**src/rtl/imem_fetch_ctrl.sv**
```systemverilog
// Instruction fetch: drives imem address from pc, queues {pc, instr} in 2 entries toward decode.
// Fetch-to-head 1 cycle; fetch stalls when both entries are full and the head is not being taken.
module imem_fetch_ctrl #(
    parameter logic [31:0] RESET_PC = 32'h0000_0000
) (
    input  logic        clk_i,
    input  logic        rst_ni,
    output logic [31:0] im_addr_o,
    input  logic [31:0] im_data_i,
    input  logic        redirect_i,
    input  logic [31:0] redirect_pc_i,
    input  logic        halt_i,
    output logic        id_valid_o,
    input  logic        id_ready_i,
    output logic [31:0] id_instr_o,
    output logic [31:0] id_pc_o,
    output logic        misalign_o
);

    typedef enum logic [1:0] {
        ST_BOOT   = 2'd0,
        ST_RUN    = 2'd1,
        ST_HALTED = 2'd2
    } state_e;

    typedef struct packed {
        logic [31:0] pc;
        logic [31:0] instr;
    } fq_entry_t;

    state_e      state_q;
    logic [31:0] pc_q;
    logic [1:0]  cnt_q;
    fq_entry_t   head_q;
    fq_entry_t   tail_q;

    logic        deq;
    logic        fetch;
    fq_entry_t   new_entry;

    assign deq       = (cnt_q != 2'd0) && id_ready_i;
    // A full queue may still accept a fetch when its head leaves in the same cycle.
    assign fetch     = (state_q == ST_RUN) && !halt_i && !redirect_i &&
                       ((cnt_q != 2'd2) || deq);
    assign new_entry = '{pc: pc_q, instr: im_data_i};

    assign im_addr_o  = {2'b00, pc_q[31:2]};
    assign id_valid_o = (cnt_q != 2'd0);
    assign id_instr_o = head_q.instr;
    assign id_pc_o    = head_q.pc;
    assign misalign_o = redirect_i && (redirect_pc_i[1:0] != 2'b00);

    always_ff @(posedge clk_i or negedge rst_ni) begin
        if (!rst_ni) begin
            state_q <= ST_BOOT;
            pc_q    <= RESET_PC;
            cnt_q   <= 2'd0;
            head_q  <= '0;
            tail_q  <= '0;
        end else begin
            case (state_q)
                ST_BOOT:   state_q <= halt_i ? ST_HALTED : ST_RUN;
                ST_RUN:    state_q <= halt_i ? ST_HALTED : ST_RUN;
                ST_HALTED: state_q <= halt_i ? ST_HALTED : ST_RUN;
                default:   state_q <= ST_BOOT;
            endcase

            if (redirect_i) begin
                // Flush drops the head even if decode took it this cycle.
                cnt_q <= 2'd0;
                pc_q  <= {redirect_pc_i[31:2], 2'b00};
            end else begin
                if (fetch) begin
                    pc_q <= pc_q + 32'd4;
                end
                case ({fetch, deq})
                    2'b01: begin
                        head_q <= tail_q;
                        cnt_q  <= cnt_q - 2'd1;
                    end
                    2'b10: begin
                        if (cnt_q == 2'd0) begin
                            head_q <= new_entry;
                        end else begin
                            tail_q <= new_entry;
                        end
                        cnt_q <= cnt_q + 2'd1;
                    end
                    2'b11: begin
                        if (cnt_q == 2'd1) begin
                            head_q <= new_entry;
                        end else begin
                            head_q <= tail_q;
                            tail_q <= new_entry;
                        end
                    end
                    default: begin
                    end
                endcase
            end
        end
    end

endmodule

```
**config.mk**
```make
export PLATFORM = sky130hd
export DESIGN_NAME = imem_fetch_ctrl
export DESIGN_NICKNAME = d
export VERILOG_FILES = /design/src/rtl/imem_fetch_ctrl.sv
export SDC_FILE = /design/constraint.sdc
export NUM_CORES = 1
export LEC_CHECK = 0
export ABC_AREA = 1
export BUFFER_PORTS_ARGS = -buffer_cell sky130_fd_sc_hd__buf_2
export CAP_MARGIN = 20
export CORE_AREA = 2 2 140 142
export CTS_CLUSTER_DIAMETER = 40
export CTS_CLUSTER_SIZE = 8
export DETAILED_ROUTE_END_ITERATION = 16
export DIE_AREA = 0 0 142 144
export PLACE_DENSITY = 0.74
export SLEW_MARGIN = 0
export SYNTH_ARGS = -nofsm -noshare
export SYNTH_HDL_FRONTEND = slang
export SYNTH_SLANG_ARGS = --single-unit
```
**constraint.sdc**
```tcl
create_clock -name clk_i -period 1.64 [get_ports clk_i]
set_input_delay 0.164 -clock clk_i [delete_from_list [all_inputs] [get_ports clk_i]]
set_output_delay 0.164 -clock clk_i [all_outputs]
set_load 0.05 [all_outputs]
```
-- Yosys cells after proc, flatten, opt, wreduce, memory -nomap -nowiden
Index checks and enable logic that the tools add are counted.
- bits in registers: 164
- word-level logic and storage cells: 52
- muxes and demuxes: 12
- bitwise logic cells: 1
- reduce and logical (&&, ||, !) cells: 19
- add/sub/neg operators: 3
- equal/unequal tests: 10
- operators by type and width (cell ; count):
    2-to-1 mux 64 bit ; 4
    one-hot mux 64 bit (3 select lines) ; 1
    one-hot mux 64 bit (2 select lines) ; 1
    2-to-1 mux 32 bit ; 2
    adder 32 x 3 -> 32 bit, second input constant ; 1
    != test 2 bit, second input constant ; 4
    nonzero test 2 bit ; 4
    == test 2 x 1 -> 1 bit, second input constant ; 3
    == test 2 bit, second input constant ; 3
    2-to-1 mux 2 bit ; 3
    nonzero test 3 bit ; 2
    logical AND 1 bit ; 5
    logical NOT 2 bit ; 2
    one-hot mux 2 bit (2 select lines) ; 1
    AND reduction 4 bit ; 1
    AND reduction 3 bit ; 1
    OR reduction 3 bit ; 1
    adder 2 x 1 -> 2 bit, second input constant ; 1
    logical NOT 1 bit ; 2
    subtractor 2 x 1 -> 2 bit, second input constant ; 1
    logical OR 1 bit ; 1
    inverter 1 bit ; 1

-- Logic depth before layout (Yosys ltp)
Gate-level depths: netlist (run 1).
- word-level depth: 7
- mapped depth: 11
- mapped depth without buffers: 9

-- Least setup slack after synthesis (run 1)
No wires, ideal clock.
- path type: register to register
- start: reg cnt_q[0]
- end: reg tail_q[35] (netlist bit)
- stages on the path, launching flop included: 10
- buffers on the path: 2
- setup time: 0.083 ns
- required time: 1.557 ns
- arrival time: 1.813 ns
- path slack: -0.256 ns
- period minus slack after synthesis: 1.896 ns
- cells stage by stage: dfrtp_1 inv_1 ha_1 inv_1 nand4_1 o21ai_2 buf_6 buf_4 nand2_1 o21ai_0
- longest elaborated chain between the ends: 7
- elaborated cells on any way between the ends: 14
- classes of those cells: 6 x eq/ne; 1 x mux; 7 x reduce/logical
- RTL lines (element ; RTL line ; text):
    start, declared ; 33 ; logic [1:0] cnt_q;
    start signal, assigned ; 79 ; cnt_q <= cnt_q - 2'd1;
    start signal, assigned ; 87 ; cnt_q <= cnt_q + 2'd1;
    nonzero test 2 bit * ; n/a ;
    net id_valid_o ; 13 ; output logic id_valid_o,
    logical AND 1 bit * ; 41 ; assign deq = (cnt_q != 2'd0) && id_ready_i;
    logical OR 1 bit ; 44 ; ((cnt_q != 2'd2) || deq);
    logical AND 1 bit ; 43 ; assign fetch = (state_q == ST_RUN) && !halt_i && !redirect_i &&
    == test 2 bit ; 76 ; case ({fetch, deq})
    != test 2 bit (no line) or nonzero test 2 bit (tied branches) ; n/a ;
    AND reduction 4 bit (no line) ; n/a ;
    end signal, assigned ; 85 ; tail_q <= new_entry;
    end signal, assigned ; 94 ; tail_q <= new_entry;
    end, declared ; 35 ; fq_entry_t tail_q;
Mark *: on every way through the listed nets, which the timed path passes. The rest lies on a longest branch.
A chain may end at the register's enable or synchronous reset.

-- Final worst setup path (run 1)
- start: reg cnt_q[1]
- end: reg tail_q[46] (netlist bit)
- longest elaborated chain between the ends: 7
- elaborated cells on any way between the ends: 14
- classes of those cells: 6 x eq/ne; 1 x mux; 7 x reduce/logical
- RTL lines (element ; RTL line):
    nonzero test 2 bit ; 41
    logical AND 1 bit ; 41
    logical OR 1 bit ; 44
    logical AND 1 bit ; 43
    == test 2 bit ; 76
    != test 2 bit (no line) or nonzero test 2 bit (tied branches) ; n/a
    AND reduction 4 bit (no line) ; n/a
Several ways; a longest one is shown, not always the timed one.

==> results_dict.tcl, run 1 <==
set metrics [dict create \
    coreArea_um2 19100 \
    first_pass_iters 6 \
    fmax_ghz 0.542 \
    period_minus_slack_ns 1.85 \
    cp_max_fo 8 \
    htreeDepth 4 \
    drtIter0Drc 896 \
    dieWidth_um 142 \
    synth_top_family_by_area "simple AND/OR/NAND/NOR gates" \
    crit_slowest_cell "dfrtp_1" \
    arrival_ns 2.16 \
    cap_viol_max_count 0 \
    place_ws_ns -0.127 \
    whs_ns -0.0231 \
    ys_warn_count 0 \
    dpl.hpwl_mm 17.3 \
    slew_violations 0 \
    clkSinkCount 159 \
    wire_per_inst_um 16.9 \
    totalPowerFinal_w 0.0207 \
    synth-compound-area-share 0.0871 \
    netlist_area_um2 9330 \
    io_buffers 164 \
    n_fill_cell 1605 \
    gp_congestion 0.870 \
    finalNetCount 1650 \
    cts_buffer_depth 2 \
    die_area_um2 20400 \
    synthAdderAreaFrac 0.00537 \
    synth-seq-cells 159 \
    setup_viol 137 \
    io_pins 167 \
    initial_utilization 0.489 \
    crit_path_start_kind "register" \
    violations "negative hold slack, negative setup slack" \
    layout-drive-gt1-share 0.261 \
    synthMuxAreaShare 0 \
    viasPerCell 5.65 \
    fin_setup_tns_ns -18.09 \
    row_count 51 \
    critical_path_required_ns 1.95 \
    overflow 0 \
    finalHoldViolCount 2 \
    root_buffer "clkbuf_16" \
    clkTransAtPathRegs_ns 0.06 \
    area_growth_pct 35.6 \
    antenna_found_initial 0 \
    ys_seq_area_frac 0.427 \
    track_usage 0.271 \
    drc_errors 0 \
    syn-instance-count 1360 \
    max_stage_delay_ns 0.38 \
    grt_pass1_vias 8898 \
    hp-class "input pin to register" \
    power_density_nw_per_um2 1630 \
    yosys.area_share.xor_xnor 0.00469 \
    vias 10300 \
    outcome "complete, but fails checks" \
    synthSimpleGateAreaFrac 0.373 \
    fin_crit_sh 1.13 \
    die_y_um 144 \
    tritoncts "yes" \
    critPathCaptureType "register" \
    ir_drop_uv 988 \
    cts_buffers 17 \
    grt_pass1_wl_mm 44.5 \
    grt_max_degree 57 \
    worstSetupPathType "register to register" \
    antenna_cells 0 \
    drtAntennaViolNets 0 \
    skew_ns 0.00749 \
    grt_setup_unrepaired "yes" \
    synthDistinctLibCells 28 \
    multiInputGateArea_um2 4810 \
    clk_latency_ns 0.43 \
    path_cells "inv_2 > buf_4 > buf_4 > ha_4 > buf_6 > o21ai_4 > buf_12 > clkbuf_16 > o21ai_1" \
    setup_slack_ns -0.206 \
    syn_area_per_cell_um2 6.86 \
    seq_area_um2 4000 \
    cp_common_cell "buf_4" \
    p_leak_nw 6.16 \
    wl_mm 30.8 \
]
[layout by cell type, fill, tap and decap left out, drive strengths merged]
master       synthesis  final
a21oi                4      4
and2                 2      2
buf                 53    240
clkbuf              50     37
clkinv               0      4
clkinvlp             0      5
conb                 1      2
dfrtp              159    159
dlygate4sd3          0     46
ha                   4      4
inv                114    112
nand2              527    527
nand3              177    177
nand4               63     63
nor2                47     47
o211ai               5      5
o21ai              141    141
o21bai               6      6
or2                  2      2
xnor2                2      2
xor2                 3      3
[cell families after synthesis]
group | after synthesis
fa+ha+maj | 4
simple gates | 818
buf+inv | 217
compound gates | 156
xor+xnor | 5
other cells | 1
flops | 159
[critical path, delay by kind of cell (launching register included)]
| kind | cells | cell delay, ns |
|---|---|---|
| buf+inv | 6 | 0.88 |
| flops | 1 | 0.38 |
| compound gates | 2 | 0.28 |
| fa+ha+maj | 1 | 0.19 |
[registers in the layout (all words and copies together) (netlist names)]
signal,flops
cnt_q,2
id_instr_o,32
id_pc_o,31
pc_q,30
state_q,2
tail_q,62
[report_power, final]
part	internal, W	switching [W]	total, W
logic	0.00319	0.00718	0.0104
clock network	0.00207	0.00158	0.00365
registers	0.00559	0.00105	0.00663
total	0.0108	0.00981	0.0207
[cell usage after synthesis (all sizes together)]
cell type,instances,area [µm²]
a21oi,4,20.0
and2,2,12.5
buf,53,342
clkbuf,50,188
conb,1,3.75
dfrtp,159,3980
ha,4,50.1
inv,114,430
nand2,527,1980
nand3,177,898
nand4,63,394
nor2,47,181
o211ai,5,37.5
o21ai,141,709
o21bai,6,45.0
or2,2,12.5
xnor2,2,17.5
xor2,3,26.3
[per-layer routing]
| metal | share of wire | GRT usage | vias to the layer above |
|---|---|---|---|
| met3 | 0.078 | 0.0354 | 95 |
| met4 | 0.033 | 0.0916 | 0 |
| li1 | - | - | 4828 |
| met1 | 0.41 | 0.378 | 4823 |
| met5 | 0 | 0 | - |
| met2 | 0.47 | 0.437 | 568 |
[repair_timing]
action	4_1_cts	5_1_grt
gates resized for setup	34	160
endpoints found under the hold margin	77	2
pin swaps	14	22
gates cloned	3	17
hold buffers	45	2
setup buffers	9	6
endpoints found under the setup margin	154	157
[final cells by class]
class,count,share of cell area
Timing Repair inverter,1,0.000593
Multi-Input combinational cell,985,0.380
Sequential cell,159,0.316
Timing Repair Buffer,299,0.202
Tap cell,238,0.0235
Clock inverter,6,0.00277
Inverter,114,0.0363
Clock buffer,24,0.0389
[per-stage QoR]
stage / cell area [µm²] / util / std cells
final: 12600 / 0.663 / 1826
after global routing: 12600 / 0.663 / 1826
after CTS: 11800 / 0.619 / 1802
after detailed placement: 10600 / 0.557 / 1715
after global placement: 10600 / 0.557 / 1715
after floorplan: 9460 / - / 1361
[worst paths after layout]
kind | startpoint | end | slack, ns | depth (start not counted)
worst max-delay path | cnt_q[1]$_DFFE_PN0P_ | tail_q[46]$_DFFE_PN0P_ | -0.21 | 9
worst min-delay path | halt_i | state_q[1]$_DFF_PN0_ | -0.02 | 3
worst max register to register | cnt_q[1]$_DFFE_PN0P_ | tail_q[46]$_DFFE_PN0P_ | -0.21 | 9
worst min register to register | id_instr_o[23]$_DFFE_PN0P_ | id_instr_o[23]$_DFFE_PN0P_ | 0.47 | 2
max in group asynchronous | rst_ni | tail_q[10]$_DFFE_PN0P_ | 0.78 | 3
min in group asynchronous | rst_ni | pc_q[9]$_DFFE_PN0P_ | 0.21 | 2
(Power assumes the default switching activity.)
==> inputs of run 2 (changes only) <==
Settings changed: CELL_PAD_IN_SITES_DETAIL_PLACEMENT set to 0, CELL_PAD_IN_SITES_GLOBAL_PLACEMENT set to 1, CORE_AREA 2 2 140 142 to 2 2 164 166, DIE_AREA 0 0 142 144 to 0 0 166 168, PLACE_DENSITY 0.74 to 0.75.
==> run 2 against run 1 <==
The run ends with negative setup slack left. Total power up 6.0%. Clock skew grew 0.0030 ns. Clock-buffer cell count decreased by 3. Worst hold slack better by 0.040 ns. Critical path depth grew 1. Global-route usage shrank 5.6 points. Maximum frequency shrank 0.12%. Non-clock buffer count is 26 higher. Combinational power grew 8%. Core utilization shrank 14 points. Die area increased by 36%. Register-to-register slack is essentially flat.
==> results_dict.tcl, run 2 (synthesis gave the netlist of run 1 again) <==
set metrics [dict create \
    first_pass_iters 5 \
    dieWidth_um 166 \
    grt_max_degree 50 \
    violations "negative setup slack" \
    initial_utilization 0.354 \
    min_from "redirect_pc_i[19]" \
    drtIter0Drc 592 \
    grt_pass1_vias 9101 \
    arrival_ns 2.19 \
    dp.cells 1834 \
    slew_violations 0 \
    grt_pass1_wl_mm 48.4 \
    gp_congestion 0.834 \
    clk_latency_ns 0.43 \
    area_growth_pct 48.3 \
    track_usage 0.215 \
    die_y_um 168 \
    fin_crit_sh 1.13 \
    htreeDepth 4 \
    p_leak_nw 6.83 \
    cp_max_fo 8 \
    drtAntennaViolNets 0 \
    layout-drive-gt1-share 0.327 \
    fmax_ghz 0.541 \
    antenna_cells 0 \
    fin_setup_tns_ns -18.96 \
    die_area_um2 27900 \
    finalNetCount 1682 \
    crit_slowest_cell "dfrtp_1" \
    final_cell_mix "409 x nand2_1, 162 x buf_2, 150 x nand3_1, 143 x dfrtp_1, 105 x inv_1" \
    power_density_nw_per_um2 1580 \
    cts_buffers 17 \
    max_slew_margin 0.650 \
    grt_setup_unrepaired "yes" \
    rrSetupSlack_ns -0.21 \
    viasPerCell 5.03 \
    dpl.hpwl_mm 19.1 \
    hp-class "input pin to register" \
    wire_per_inst_um 17.1 \
    hold_depth 5 \
    outcome "complete, but fails checks" \
    period_minus_slack_ns 1.85 \
    drc_errors 0 \
    worstSetupPathType "register to register" \
    setup_slack_ns -0.208 \
    setup_viol 141 \
    cts_buffer_depth 2 \
    critical_path_required_ns 1.98 \
    antenna_found_initial 0 \
    clkSinkCount 159 \
    io_pins 167 \
    wl_mm 33.5 \
    whs_endpoint "pc_q[19]$_DFFE_PN0P_" \
    rr_endpoint "tail_q[13]$_DFFE_PN0P_" \
    clkTransAtPathRegs_ns 0.07 \
    tritoncts "yes" \
    critPathCaptureType "register" \
    largest_reg_flops 62 \
    path_cells "inv_1 > nand2_2 > nor2_4 > nand4_1 > buf_4 > o21ai_4 > buf_12 > clkbuf_16 > nand2_1 > o21ai_1" \
    vias 9870 \
    io_buffers 164 \
    max_stage_delay_ns 0.39 \
    worstMarginPinSlew_ns 0.526 \
    place_ws_ns -0.182 \
    finalHoldViolCount 0 \
    row_count 60 \
    ir_drop_uv 958 \
    root_buffer "clkbuf_16" \
    coreArea_um2 26400 \
    overflow 0 \
    reg2regPathDepth 10 \
    top_register "tail_q" \
    crit_path_start_kind "register" \
    cap_viol_max_count 0 \
    worstReg2RegStart "state_q[1]$_DFF_PN0_" \
    final-instance-count-excl-fill 1962 \
    skew_ns 0.0104 \
    final_common_cell "nand2_1" \
    n_fill_cell 2555 \
]
## run 2: cell count changes in the layout (fill, tap and decap cells not counted), moves of 4 or more
cell | previous run | this run
nand2_2 | 47 | 73
buf_12 | 20 | 27
clkinv_16 | 0 | 5
o21ai_0 | 41 | 71
nand3_1 | 171 | 150
buf_8 | 1 | 8
buf_6 | 14 | 18
nand3_2 | 5 | 25
o21ai_1 | 65 | 41
nand2_1 | 475 | 409
nand2_4 | 4 | 44
buf_4 | 40 | 48
o21ai_2 | 33 | 27
## run 2: metal layers
layer,part of all wire,global-route usage
met1,0.46,0.297
met2,0.48,0.352
met3,0.047,0.0364
met4,0.010,0.0503
met5,0,0
## run 2: how the worst max path moves through the flow
stage / from / end / slack (ns) / cells past startpoint
2_1_floorplan: cnt_q[1]$_DFFE_PN0P_ / tail_q[15]$_DFFE_PN0P_ / -0.11 / 9
3_3_place_gp: cnt_q[1]$_DFFE_PN0P_ / tail_q[6]$_DFFE_PN0P_ / -0.14 / 7
3_5_place_dp: cnt_q[1]$_DFFE_PN0P_ / tail_q[4]$_DFFE_PN0P_ / -0.18 / 7
4_1_cts: cnt_q[1]$_DFFE_PN0P_ / tail_q[54]$_DFFE_PN0P_ / -0.08 / 10
5_1_grt: state_q[1]$_DFF_PN0_ / tail_q[13]$_DFFE_PN0P_ / -0.32 / 10
6_report: state_q[1]$_DFF_PN0_ / tail_q[13]$_DFFE_PN0P_ / -0.21 / 10
## run 2: worst max-delay path, delay by kind of cell, from the launching register on
family	cells	cell delay (ns)
flops	1	0.39
simple gates	4	0.53
buf+inv	4	0.66
compound gates	2	0.18
## run 2: repair_timing
item | in CTS | in global routing
gates resized for setup | 35 | 321
cloned | 5 | 18
endpoints found under the setup margin | 157 | 157
buffers inserted | 14 | 17
endpoints found under the hold margin | 86 | 0
pin swaps | 6 | 21
hold buffers | 47 | 0
## run 2: final cells by class
class	count	area, µm²	area share
clock buffer	21	450	0.0326
clock inverter	10	139	0.0100
inverter	114	478	0.0345
multi-input combinational	985	5280	0.381
sequential	159	4000	0.289
tap	341	427	0.0308
timing repair buffer	325	2890	0.209
timing repair inverter	7	173	0.0125
## run 2: power by group
group / internal (W) / switching (W) / total, W
logic: 0.00348 / 0.00769 / 0.0112
registers: 0.00558 / 0.00105 / 0.00663
clock network: 0.00243 / 0.00168 / 0.00411
total: 0.0115 / 0.0104 / 0.0219
## run 2: stage by stage
stage	hold WS (ns)	instance area (µm²)	util	total power, W
final	0.0172	13800	0.525	0.0219
after global routing	0.0162	13800	0.525	0.0233
after CTS	0.0000809	12300	0.466	0.0205
after detailed placement	0.164	10900	0.412	0.0160
after global placement	0.163	10900	0.412	0.0159
after floorplan	-0.132	9460	-	0.0134
